## src/rtl/alu_pkg.sv

```systemverilog
// Shared constants for the shifter/ALU datapath: widths and the packed layout
// of a buffered result entry {result, tag, zero, neg}.
package alu_pkg;

    localparam int ALU_WIDTH = 64;
    localparam int TAG_W     = 4;

    // Entry layout, LSB first: neg, zero, tag, result.
    localparam int NEG_BIT    = 0;
    localparam int ZERO_BIT   = 1;
    localparam int TAG_LSB    = 2;
    localparam int RESULT_LSB = TAG_LSB + TAG_W;
    localparam int ENTRY_W    = ALU_WIDTH + TAG_W + 2;

endpackage : alu_pkg

```

## src/rtl/alu_flag_gen.sv

```systemverilog
// Combinational flag derivation for an ALU result; shared by several ALU stages.
module alu_flag_gen
    import alu_pkg::*;
#(
    parameter int WIDTH = ALU_WIDTH
) (
    input  logic [WIDTH-1:0] result,
    output logic             zero,
    output logic             neg
);

    assign zero = (result == '0);
    assign neg  = result[WIDTH-1];

endmodule : alu_flag_gen

```

## src/rtl/alu_result_buffer.sv

```systemverilog
// Small FIFO between the shifter/ALU result bus and register-file writeback.
// Captures result, tag and flags; valid/ready on both sides, no bypass paths.
module alu_result_buffer
    import alu_pkg::*;
#(
    parameter int WIDTH = ALU_WIDTH,
    parameter int DEPTH = 4,
    parameter int TAG_W = alu_pkg::TAG_W
) (
    input  logic                     clk,
    input  logic                     rst,
    input  logic                     flush,
    input  logic                     in_valid,
    output logic                     in_ready,
    input  logic [WIDTH-1:0]         in_result,
    input  logic [TAG_W-1:0]         in_tag,
    output logic                     out_valid,
    input  logic                     out_ready,
    output logic [WIDTH-1:0]         out_result,
    output logic [TAG_W-1:0]         out_tag,
    output logic                     out_zero,
    output logic                     out_neg,
    output logic [$clog2(DEPTH):0]   count
);

    localparam int PTR_W   = $clog2(DEPTH);
    localparam int CNT_W   = PTR_W + 1;
    localparam int E_W     = WIDTH + TAG_W + 2;
    localparam int RES_LSB = TAG_LSB + TAG_W;

    logic [E_W-1:0]   mem [DEPTH];
    logic [PTR_W-1:0] rd_ptr;
    logic [PTR_W-1:0] wr_ptr;
    logic [E_W-1:0]   head;
    logic             full;
    logic             empty;
    logic             push;
    logic             pop;
    logic             in_zero;
    logic             in_neg;

    assign full      = (count == CNT_W'(DEPTH));
    assign empty     = (count == '0);
    assign in_ready  = !full;
    assign out_valid = !empty;
    assign push      = in_valid && in_ready;
    assign pop       = out_valid && out_ready;

    alu_flag_gen #(.WIDTH(WIDTH)) u_flags (
        .result (in_result),
        .zero   (in_zero),
        .neg    (in_neg)
    );

    // NOTE: storage is deliberately left out of reset; empty-masking of the
    // outputs makes stale contents invisible, and the array stays plain flops.
    always_ff @(posedge clk) begin
        if (push && !flush && !rst) begin
            mem[wr_ptr] <= {in_result, in_tag, in_zero, in_neg};
        end
    end

    // NOTE: non-blocking assignments throughout so every register samples
    // pre-edge values regardless of statement order.
    always_ff @(posedge clk) begin
        if (rst || flush) begin
            rd_ptr <= '0;
            wr_ptr <= '0;
            count  <= '0;
        end else begin
            if (push) wr_ptr <= wr_ptr + PTR_W'(1);
            if (pop)  rd_ptr <= rd_ptr + PTR_W'(1);
            case ({push, pop})
                2'b10:   count <= count + CNT_W'(1);
                2'b01:   count <= count - CNT_W'(1);
                default: count <= count;
            endcase
        end
    end

    // NOTE: every output is fully assigned on both arms, so no latch can form.
    assign head       = mem[rd_ptr];
    assign out_result = empty ? '0   : head[E_W-1:RES_LSB];
    assign out_tag    = empty ? '0   : head[RES_LSB-1:TAG_LSB];
    assign out_zero   = empty ? 1'b0 : head[ZERO_BIT];
    assign out_neg    = empty ? 1'b0 : head[NEG_BIT];

endmodule : alu_result_buffer

```

## config.mk

```make
export PLATFORM = sky130hd
export DESIGN_NAME = alu_result_buffer
export DESIGN_NICKNAME = d
export VERILOG_FILES = /design/src/rtl/alu_pkg.sv /design/src/rtl/alu_flag_gen.sv /design/src/rtl/alu_result_buffer.sv
export SDC_FILE = /design/constraint.sdc
export NUM_CORES = 1
export LEC_CHECK = 0
export CAP_MARGIN = 10
export CORE_ASPECT_RATIO = 1.25
export CORE_UTILIZATION = 40
export CTS_CLUSTER_SIZE = 25
export DETAILED_ROUTE_END_ITERATION = 10
export GPL_ROUTABILITY_DRIVEN = 0
export PLACE_DENSITY = 0.72
export SLEW_MARGIN = 15
export SYNTH_ARGS = -nofsm -noshare
export SYNTH_HDL_FRONTEND = slang
export SYNTH_SLANG_ARGS = --single-unit
```

## constraint.sdc

```tcl
create_clock -name clk -period 6.53 [get_ports clk]
set_clock_uncertainty 0.1 [all_clocks]
set_input_delay 1.306 -clock clk [delete_from_list [all_inputs] [get_ports clk]]
set_output_delay 1.306 -clock clk [all_outputs]
set_load 0.1 [all_outputs]
```

Word level (Yosys, flattened, before mapping) --
Memory sizes are Yosys's and may differ from the RTL's. A register that Yosys moved wholly into a read port is not among the register bits. Index checks and enable logic that the tools add are counted.
Cells by class: $lt $le $gt $ge 0, eq/ne operators 3, muxes and demuxes 9, shift-type cells 0, bitwise operators 0, div/mod/pow operators 0, reductions and logical operators 12, multipliers 0, $add $sub $neg 4
Operators with widths (count):
- 64-bit zero test | 1
- 64-bit 2-to-1 mux | 1
- 3-bit case mux with 2 select lines | 1
- 2-bit by 1-bit adder with 2-bit output (second input constant) | 2
- 1-bit logical AND | 4
- 1-bit zero test | 4
- 1-bit 2-to-1 mux | 4
- 2-bit 2-to-1 mux | 2
- 4-bit 2-to-1 mux | 1
- 3-bit by 1-bit adder with 3-bit output (second input constant) | 1
- 3-bit equality test (second input constant) | 1
- 3-bit zero test | 1
- 3-bit by 1-bit subtractor with 3-bit output (second input constant) | 1
- 2-bit by 1-bit equality test with 1-bit output (second input constant) | 1
- 2-bit equality test (second input constant) | 1
- 2-bit nonzero test | 1
- 1-bit logical OR | 1
Storage, ports and cells: register bits after elaboration 7, memory bits (read-only) 0, latch bits 0, RAM bits 280, output and inout bits 75, memories 1, word-level logic and storage cells 32, bits of input ports 73
Memories:
- mem | words 4, bits a word 70, rd ports 1, clocked after Yosys merged registers in 1, wr ports 1, line alu_result_buffer.sv:31 | logic [E_W-1:0] mem [DEPTH];

Longest topological paths before layout --
Gate-level depths: netlist of run 1.
depth after elaboration 7, gate-level depth with buffers 10, mapped depth without buffers 9

Hierarchy --
A second synthesis of run 1 with hierarchy kept.
Unflattened totals: cells, all modules 520, area total of the unflattened synthesis 11230.8 sq um
Modules (own cells, without submodules):
- alu_result_buffer | instances 1, cells an instance 498, area each 11079.4 sq um
- alu_flag_gen | instances 1, cells an instance 22, area each 151.4 sq um

Worst setup path before layout of run 1 --
No wires, ideal clock.
path type register to register, from register count[0], to memory mem[0][0] in the netlist's numbering (enable), arrival 4.153 ns, clock period less this slack 4.687 ns, cell stages (with the launch flop) 5, required time 5.995 ns, setup slack 1.843 ns, path through dfxtp_1 > or3b_1 > clkbuf_1 > and2_1 > and3_1
Between the ends: cells in the longest elaborated chain, start to end 7
RTL lines:
- from (decl) | line alu_result_buffer.sv:23 | output logic [$clog2(DEPTH):0] count
- from (signal assigned) | line alu_result_buffer.sv:74 | 2'b10: count <= count + CNT_W'(1);
- from (signal assigned) | line alu_result_buffer.sv:75 | 2'b01: count <= count - CNT_W'(1);
- from (signal assigned) | line alu_result_buffer.sv:76 | default: count <= count;
- 3-bit equality test | line alu_result_buffer.sv:42 | assign full = (count == CNT_W'(DEPTH));
- 1-bit zero test | line alu_result_buffer.sv:44 | assign in_ready = !full;
- named net in_ready | line alu_result_buffer.sv:14 | output logic in_ready,
- 1-bit logical AND | line alu_result_buffer.sv:46 | assign push = in_valid && in_ready;
- 1-bit logical AND (2 in a row) | line alu_result_buffer.sv:58 | if (push && !flush && !rst) begin
- 1-bit 2-to-1 mux | line alu_result_buffer.sv:58
- 1-bit 2-to-1 mux (implied by the code) | line alu_result_buffer.sv:59 | mem[wr_ptr] <= {in_result, in_tag, in_zero, in_neg};
- to (decl) | line alu_result_buffer.sv:31
The timed path passes the listed nets, and every way through them passes these cells.

==> metrics.md, run 1 <==
| Metric | Value |
|---|---|
| Status | completed |
| Final-layout setup total negative slack | 0 ns |
| Worst slew margin relative to its limit | 0.244 |
| Synth cell types | 26 |
| Kind of cell with the highest combined delay on the critical path | buffers and inverters |
| Yosys reg bits | between 200 and 300 |
| Clock root buffer master | clkbuf_16 |
| Vias/cell | about 5.3 |
| Effective utilization at floorplan | 0.409 |
| Top-count cell post-synth | edfxtp_1 |
| Ratio of cells with drive above 1 in the final layout | 0.171 |
| Vias in the first global route | approximately 6000 |
| TritonCTS clock tree | built |
| Antenna violations before repair | 0 |
| Area fraction of the dominant cell type after synthesis | 0.751 |
| Startpoint type of the worst setup path | register |
| Area leader, netlist | edfxtp_1 |
| Crit-path cells | buf_12 > mux4_2 > and2_1 > clkdlybuf4s50_1 |
| Max Fclk | 205 MHz |
| CP Data Required Time | about 5.1 ns |
| Critical path buffers and inverters | 2 |
| Highest Signal Layer | met4 |
| Post-detailed-route wirelength per cell | roughly 21 um |
| Final min period | 4.89 ns |
| Antenna-violating nets left | 0 |
| Number of H-tree branching levels | 1 |
| Cell Count, Final, Fillers Out | 1029 |
| Maximum net fanout on the critical path | 35 |
| Combined global-route utilization of all metal layers | 0.161 |
| Total clock buffers created by CTS | 27 |
| Async set-or-reset flop fraction in the synthesized netlist | 0 |
| Vertical die dimension | ~190 um |
| Dpl cells | 982 |
| Cell row count | 67 |
| M1 wire length | between 8 and 9 mm |
| Critical Path Max Stage Delay | 0.97 ns |
| First-pass GRT wire length | approximately 34 mm |
| Reported leakage power | between 4 and 5 nW |
| Overflow left after global routing | 0 |
| Hold bufs inserted after CTS | 0 |
| Clock-pin slew on the worst setup and hold paths | roughly 0.060 ns |
| Fin. max-slew vios | 0 |
| Clock latency on the worst-skew pair | 0.52 ns |
| Number of flops mapped to enable cells by yosys | about 280 |
| P per Cell Area | just under 300 nW/um^2 |
| Pin slew with the least headroom to its limit | around 1.1 ns |
| Ranking of synthesized cells by instance count | edfxtp_1 (276), and2_1 (70), mux4_2 (69) |
| Estimated wirelength of the detail-placed design | between 10 and 15 mm |
| Register-to-register setup slack | 3.87 ns |
| Tightest Hold Check Type | register to register |
| Cell area after synthesis | approximately 11000 sq um |
| Arrival time at the worst endpoint | around 3.5 ns |
| Average instance area after synthesis | 21.4 sq um |
| Width of the die | approximately 150 um |
| Number of standard cells after synthesis | between 500 and 600 |
| Top cells by area in the synthesized netlist | edfxtp_1 (75%), mux4_2 (14%), and2_1 (4.0%), dfxtp_1 (1.6%), nor4_1 (0.96%) |
| Number of vias after detailed routing | roughly 5400 |
| Crit path kind | register to primary output |
| Count of input and output buffers | around 150 |
| Largest voltage drop on the vdd net | 0.151 mV |
| Area growth, synth to finish | 24.0% |
| 1st-pass router iterations | 4 |
| Layout net count | ~750 |
| Metal3 WL | approximately 1.0 mm |
| Standard cell with the maximum stage delay on the critical path | clkdlybuf4s50_1 |
| Final worst-path cycle share | 0.748 |
| Clock sinks | 285 |
| Sequential-to-total area share from yosys stat | 0.767 |
| Die ar. | roughly 28000 sq um |
| Max-cap violations | 0 |
| Maximum clock insertion buffer count | 3 |
| Top_reg_cell synth | edfxtp_1 |
| Core area | roughly 27000 sq um |
| Drt first-iter violations | about 290 |
| Buffer count from post-CTS setup fixing | 0 |
| I/O pin total | between 100 and 150 |
| Ys Warns | 0 |
| Total inserted antenna cells | 0 |
| Count of final setup violators | 0 |
| Total wirelength of the detailed-routed design | ~22 mm |
| Total nets after synthesis | about 590 |
| Number of gates resized after CTS | 0 |
| Crit. End Element | primary output |
| Final hold viol count | 0 |
| DRC errors left | 0 |
| Largest net degree at the start of global routing | 70 |
| Wire length on met2 | 11.4 mm |
| RSZ-0062 raised after global routing | no |
==> through the flow <==
step	total power (W)	worst slack (ns)	instance area, sq um	utilization	hold slack, ns
6_report	0.00395	1.64	13700	0.507	0.434
3_5_place_dp	0.00249	2.10	12800	0.476	0.423
4_1_cts	0.00398	1.54	13700	0.507	0.441
3_3_place_gp	0.00248	2.10	12800	0.476	0.399
5_1_grt	0.00406	1.43	13700	0.507	0.475
2_1_floorplan	0.00234	1.84	11000	-	0.385
==> logic make-up (layout without fill, tap and decap cells) <==
| logic type | count (synthesis) | count (layout) | share of synthesized area |
|---|---|---|---|
| buffers and inverters | 34 | 203 | 0.0164 |
| XOR/XNOR | 4 | 4 | 0.00317 |
| adder cells (fa/ha/maj) | 6 | 6 | 0.00748 |
| flip-flops | 285 | 285 | 0.767 |
| AND/OR/NAND/NOR | 108 | 108 | 0.0596 |
| AO/OA/AOI/OAI | 9 | 9 | 0.00510 |
| multiplexers | 69 | 69 | 0.141 |
==> power breakdown <==
part	internal, W	switching, W
Combinational	0.000123	0.000289
Clock	0.000871	0.000629
Sequential	0.00202	0.00000957
==> registers in the layout (all words and copies together), names as in the netlist, named ones only <==
register / count
mem: 276
count: 3
rd_ptr: 2
wr_ptr: 2
==> cell type report <==
class | instances | area, sq um
inverters | 7 | 26.3
clock inverters | 17 | 160
fillers | 2156 | 13300
clock buffers | 30 | 687
multi-input cells | 196 | 2410
flip-flops and latches | 285 | 8480
repair buffers | 149 | 1500
well taps | 345 | 432
==> layer usage <==
metal,global-route usage,vias to the layer above
met4,0.0559,0
met2,0.277,157
met5,0,-
li1,-,2391
met3,0.0212,37
met1,0.209,2822
==> placed cells by master (no fill, tap or decap), drive strengths merged <==
| cell type | synthesis | layout |
|---|---|---|
| a21o | 2 | 2 |
| a21oi | 4 | 4 |
| and2 | 70 | 70 |
| and3 | 4 | 4 |
| buf | 12 | 2 |
| bufinv | 0 | 3 |
| clkbuf | 15 | 30 |
| clkdlybuf4s50 | 0 | 147 |
| clkinv | 0 | 13 |
| dfxtp | 9 | 9 |
| edfxtp | 276 | 276 |
| fa | 1 | 1 |
| ha | 5 | 5 |
| inv | 7 | 8 |
| mux4 | 69 | 69 |
| nand3 | 2 | 2 |
| nand4 | 4 | 4 |
| nor2 | 7 | 7 |
| nor4 | 17 | 17 |
| o21ai | 1 | 1 |
| o311ai | 1 | 1 |
| o31ai | 1 | 1 |
| or2 | 1 | 1 |
| or3 | 2 | 2 |
| or3b | 1 | 1 |
| xor2 | 4 | 4 |
==> path summary, 6_finish.rpt <==
check                                from              to  cells past startpoint
worst min-delay path            rd_ptr[1]       rd_ptr[1]                      2
worst min register to register  rd_ptr[1]       rd_ptr[1]                      2
worst max register to register   count[2]        count[2]                      9
worst max-delay path             register  out_result[40]                      4
==> tightest hold or removal path, cell delays in order (launching register included) <==
cell     delay (ns)
dfxtp_1        0.32
xor2_1         0.07
nor2_1         0.10
(Power assumes the default switching activity.)
==> run 2: changes to the inputs <==
--- a/config.mk
+++ b/config.mk
@@ -11,7 +11,7 @@
 export CTS_CLUSTER_SIZE = 25
 export DETAILED_ROUTE_END_ITERATION = 10
 export GPL_ROUTABILITY_DRIVEN = 0
-export PLACE_DENSITY = 0.72
+export PLACE_DENSITY = 0.75
 export SLEW_MARGIN = 15
 export SYNTH_ARGS = -nofsm -noshare
 export SYNTH_HDL_FRONTEND = slang
==> constraint.sdc (replaced) <==
create_clock -name clk -period 4.3 [get_ports clk]
set_clock_uncertainty 0.1 [all_clocks]
set_input_delay 0.86 -clock clk [delete_from_list [all_inputs] [get_ports clk]]
set_output_delay 0.86 -clock clk [all_outputs]
set_load 0.1 [all_outputs]
==> metrics.md, run 2 (same netlist as run 1, synthesis figures left out) <==
| Metric | Value |
|---|---|
| Buffer count from post-CTS setup fixing | 0 (unchanged) |
| Worst hold start | rd_ptr[1] (unchanged) |
| P per Cell Area | 452 nW/um^2 (was 288 nW/um^2) |
| Number of gates resized after CTS | 0 (unchanged) |
| Register-to-register setup slack | 1.70 ns (was 3.87 ns) |
| Clock sinks | 285 (unchanged) |
| Total clock buffers created by CTS | 27 (unchanged) |
| Largest reg by FF count | mem (unchanged) |
| Final-layout setup total negative slack | 0 ns (unchanged) |
| Crit. End Element | primary output (unchanged) |
| Standard cell with the maximum stage delay on the critical path | dfxtp_4 (was clkdlybuf4s50_1) |
| Length in cells of the worst reg-to-reg path | 9 (unchanged) |
| Combined global-route utilization of all metal layers | 0.163 (was 0.161) |
| Critical Path Max Stage Delay | 0.66 ns (was 0.97 ns) |
| Maximum clock insertion buffer count | 3 (unchanged) |
| Registers with the most flip-flops | mem (276), count (3) (unchanged) |
| Worst slew margin relative to its limit | 0.267 (was 0.244) |
| First-pass GRT wire length | 34.3 mm (was 34.2 mm) |
| Tightest Hold Check Type | register to register (unchanged) |
| RSZ-0062 raised after global routing | no (unchanged) |
| DRC errors left | 0 (unchanged) |
| Maximum net fanout on the critical path | 22 (was 35) |
| Number of vias after detailed routing | 5470 (was 5407) |
| Estimated wirelength of the detail-placed design | 14.5 mm (was 13.0 mm) |
| Max-cap violations | 0 (unchanged) |
| CP Data Required Time | 3.34 ns (was 5.12 ns) |
| Number of cells on the critical path | 4 (unchanged) |
| Largest net degree at the start of global routing | 70 (unchanged) |
| Final hold viol count | 0 (unchanged) |
| Crit-path cells | buf_4 > mux4_2 > and2_1 > buf_4 (was buf_12 > mux4_2 > and2_1 > clkdlybuf4s50_1) |
| Die ar. | 28300 sq um (unchanged) |
| Reg2Reg Launch Point | count[2] (unchanged) |
| Reported leakage power | 4.46 nW (was 4.23 nW) |
| Overflow left after global routing | 0 (unchanged) |
| Vias in the first global route | 5850 (was 5940) |
| Number of H-tree branching levels | 1 (unchanged) |
| Final worst-path cycle share | 0.825 |
| Highest-count cells in the layout ignoring fill and taps | edfxtp_1 (276), buf_4 (81), clkdlybuf4s50_1 (77) (was edfxtp_1 (276), clkdlybuf4s50_1 (147), and2_1 (70)) |
| Crit path kind | register to primary output (unchanged) |
| Startpoint type of the worst setup path | register (unchanged) |
| Fin. max-slew vios | 0 (unchanged) |
| Count of input and output buffers | 147 (unchanged) |
| Kind of cell with the highest combined delay on the critical path | flip-flops (was buffers and inverters) |
| Critical path buffers and inverters | 2 (unchanged) |
| Status | completed (unchanged) |
| Ratio of cells with drive above 1 in the final layout | 0.289 (was 0.171) |
| Total wirelength of the detailed-routed design | 22.5 mm (was 22.0 mm) |
| Total Power | 0.00619 W (was 0.00395 W) |
| Pin slew with the least headroom to its limit | 1.10 ns (was 1.13 ns) |
| Clock-pin slew on the worst setup and hold paths | 0.06 ns (about the same) |
| Core area | 27000 sq um (unchanged) |
| Vertical die dimension | 188 um (unchanged) |
| Clock latency on the worst-skew pair | 0.53 ns (was 0.52 ns) |
| Most numerous cell on the critical path | buf_4 |
| Most common library cell in the layout ignoring fill and taps | edfxtp_1 (unchanged) |
| Worst Hold End | rd_ptr[1] (unchanged) |
| TritonCTS clock tree | built (unchanged) |
| Count of final setup violators | 0 (unchanged) |
| Drt first-iter violations | 359 (was 286) |
| Antenna violations before repair | 0 (unchanged) |
| Hold bufs inserted after CTS | 0 (unchanged) |
| Number of flip-flops in the largest register | 276 (unchanged) |
| Final min period | ~3.5 ns |
| Dpl cells | 992 (was 982) |
| Cell row count | 67 (unchanged) |
| Largest voltage drop on the vdd net | 0.255 mV (was 0.151 mV) |
| Clock root buffer master | clkbuf_16 (unchanged) |
| Area growth, synth to finish | 24.0% (about the same) |
| Antenna-violating nets left | 0 (unchanged) |
| Arrival time at the worst endpoint | 2.59 ns (was 3.48 ns) |
| Post-detailed-route wirelength per cell | 21.6 um (was 21.4 um) |
| I/O pin total | 148 (unchanged) |
| Vias/cell | 5.25 (about the same) |
| 1st-pass router iterations | 4 (unchanged) |
| Capture point of the worst reg-to-reg path | count[2] (unchanged) |
| Effective utilization at floorplan | 0.409 (unchanged) |
| Hold path depth | 2 (unchanged) |
| Width of the die | 151 um (unchanged) |
| Cell Count, Final, Fillers Out | 1041 (was 1029) |
| Max Fclk | about 280 MHz |
| Layout net count | 755 (was 745) |
## run 2: changes by cell type in the layout (fill, tap and decap cells not counted), sizes merged
cell / change
clkinv: -3
buf: +80
bufinv: +3
clkdlybuf4s50: -70
clkinvlp: +1
diode: +1
## run 2: worst max-delay path by stage
stage                          end     startpoint  slack (ns)
finish               out_result[9]       register        0.75
global placement        mem[0][59]       in_valid        1.24
detailed placement       mem[0][1]  in_result[46]        1.13
CTS                  out_result[9]       register        0.66
global route         out_result[9]       register        0.58
floorplan           out_result[57]       count[0]        0.06
## run 2: layout make-up
| cell class | count | area (sq um) |
|---|---|---|
| tap | 345 | 432 |
| clock inverter | 18 | 254 |
| sequential | 285 | 8480 |
| antenna | 1 | 2.50 |
| fill | 2134 | 13300 |
| timing repair buffer | 159 | 1400 |
| inverter | 7 | 26.3 |
| clock buffer | 30 | 687 |
| multi-input combinational | 196 | 2410 |
## run 2: where the power goes
| group | leakage, nW | switching (W) | internal, W |
|---|---|---|---|
| clock | 0.458 | 0.000967 | 0.00151 |
| sequential | 2.57 | 0.0000125 | 0.00307 |
| combinational | 1.43 | 0.000449 | 0.000174 |
| total | 4.46 | 0.00143 | 0.00476 |
## run 2: routing by layer
layer | vias to the layer above | track usage | part of all wire
li1 | 2421 | - | -
met1 | 2834 | 0.202 | 0.38
met2 | 184 | 0.286 | 0.53
met3 | 31 | 0.0311 | 0.066
met4 | 0 | 0.0501 | 0.020
met5 | - | 0 | 0
## run 2: metrics by stage
step                      hold WS, ns   util  setup WS (ns)  cell area [sq um]
after floorplan                 0.385      -         0.0642              11000
after global placement          0.402  0.472           1.24              12700
after detailed placement        0.415  0.472           1.13              12700
after CTS                       0.441  0.507          0.662              13700
after global routing            0.468  0.507          0.584              13700
final                           0.433  0.507          0.752              13700
## run 2: worst reg2reg max path, stage by stage, from the launching register on
cell and delay [ns]:
dfxtp_1 0.41, or3b_1 0.47, and2_1 0.25, inv_1 0.08
ha_1 0.20, inv_1 0.07, fa_1 0.37, xor2_1 0.16
or3_1 0.31, a21oi_1 0.14
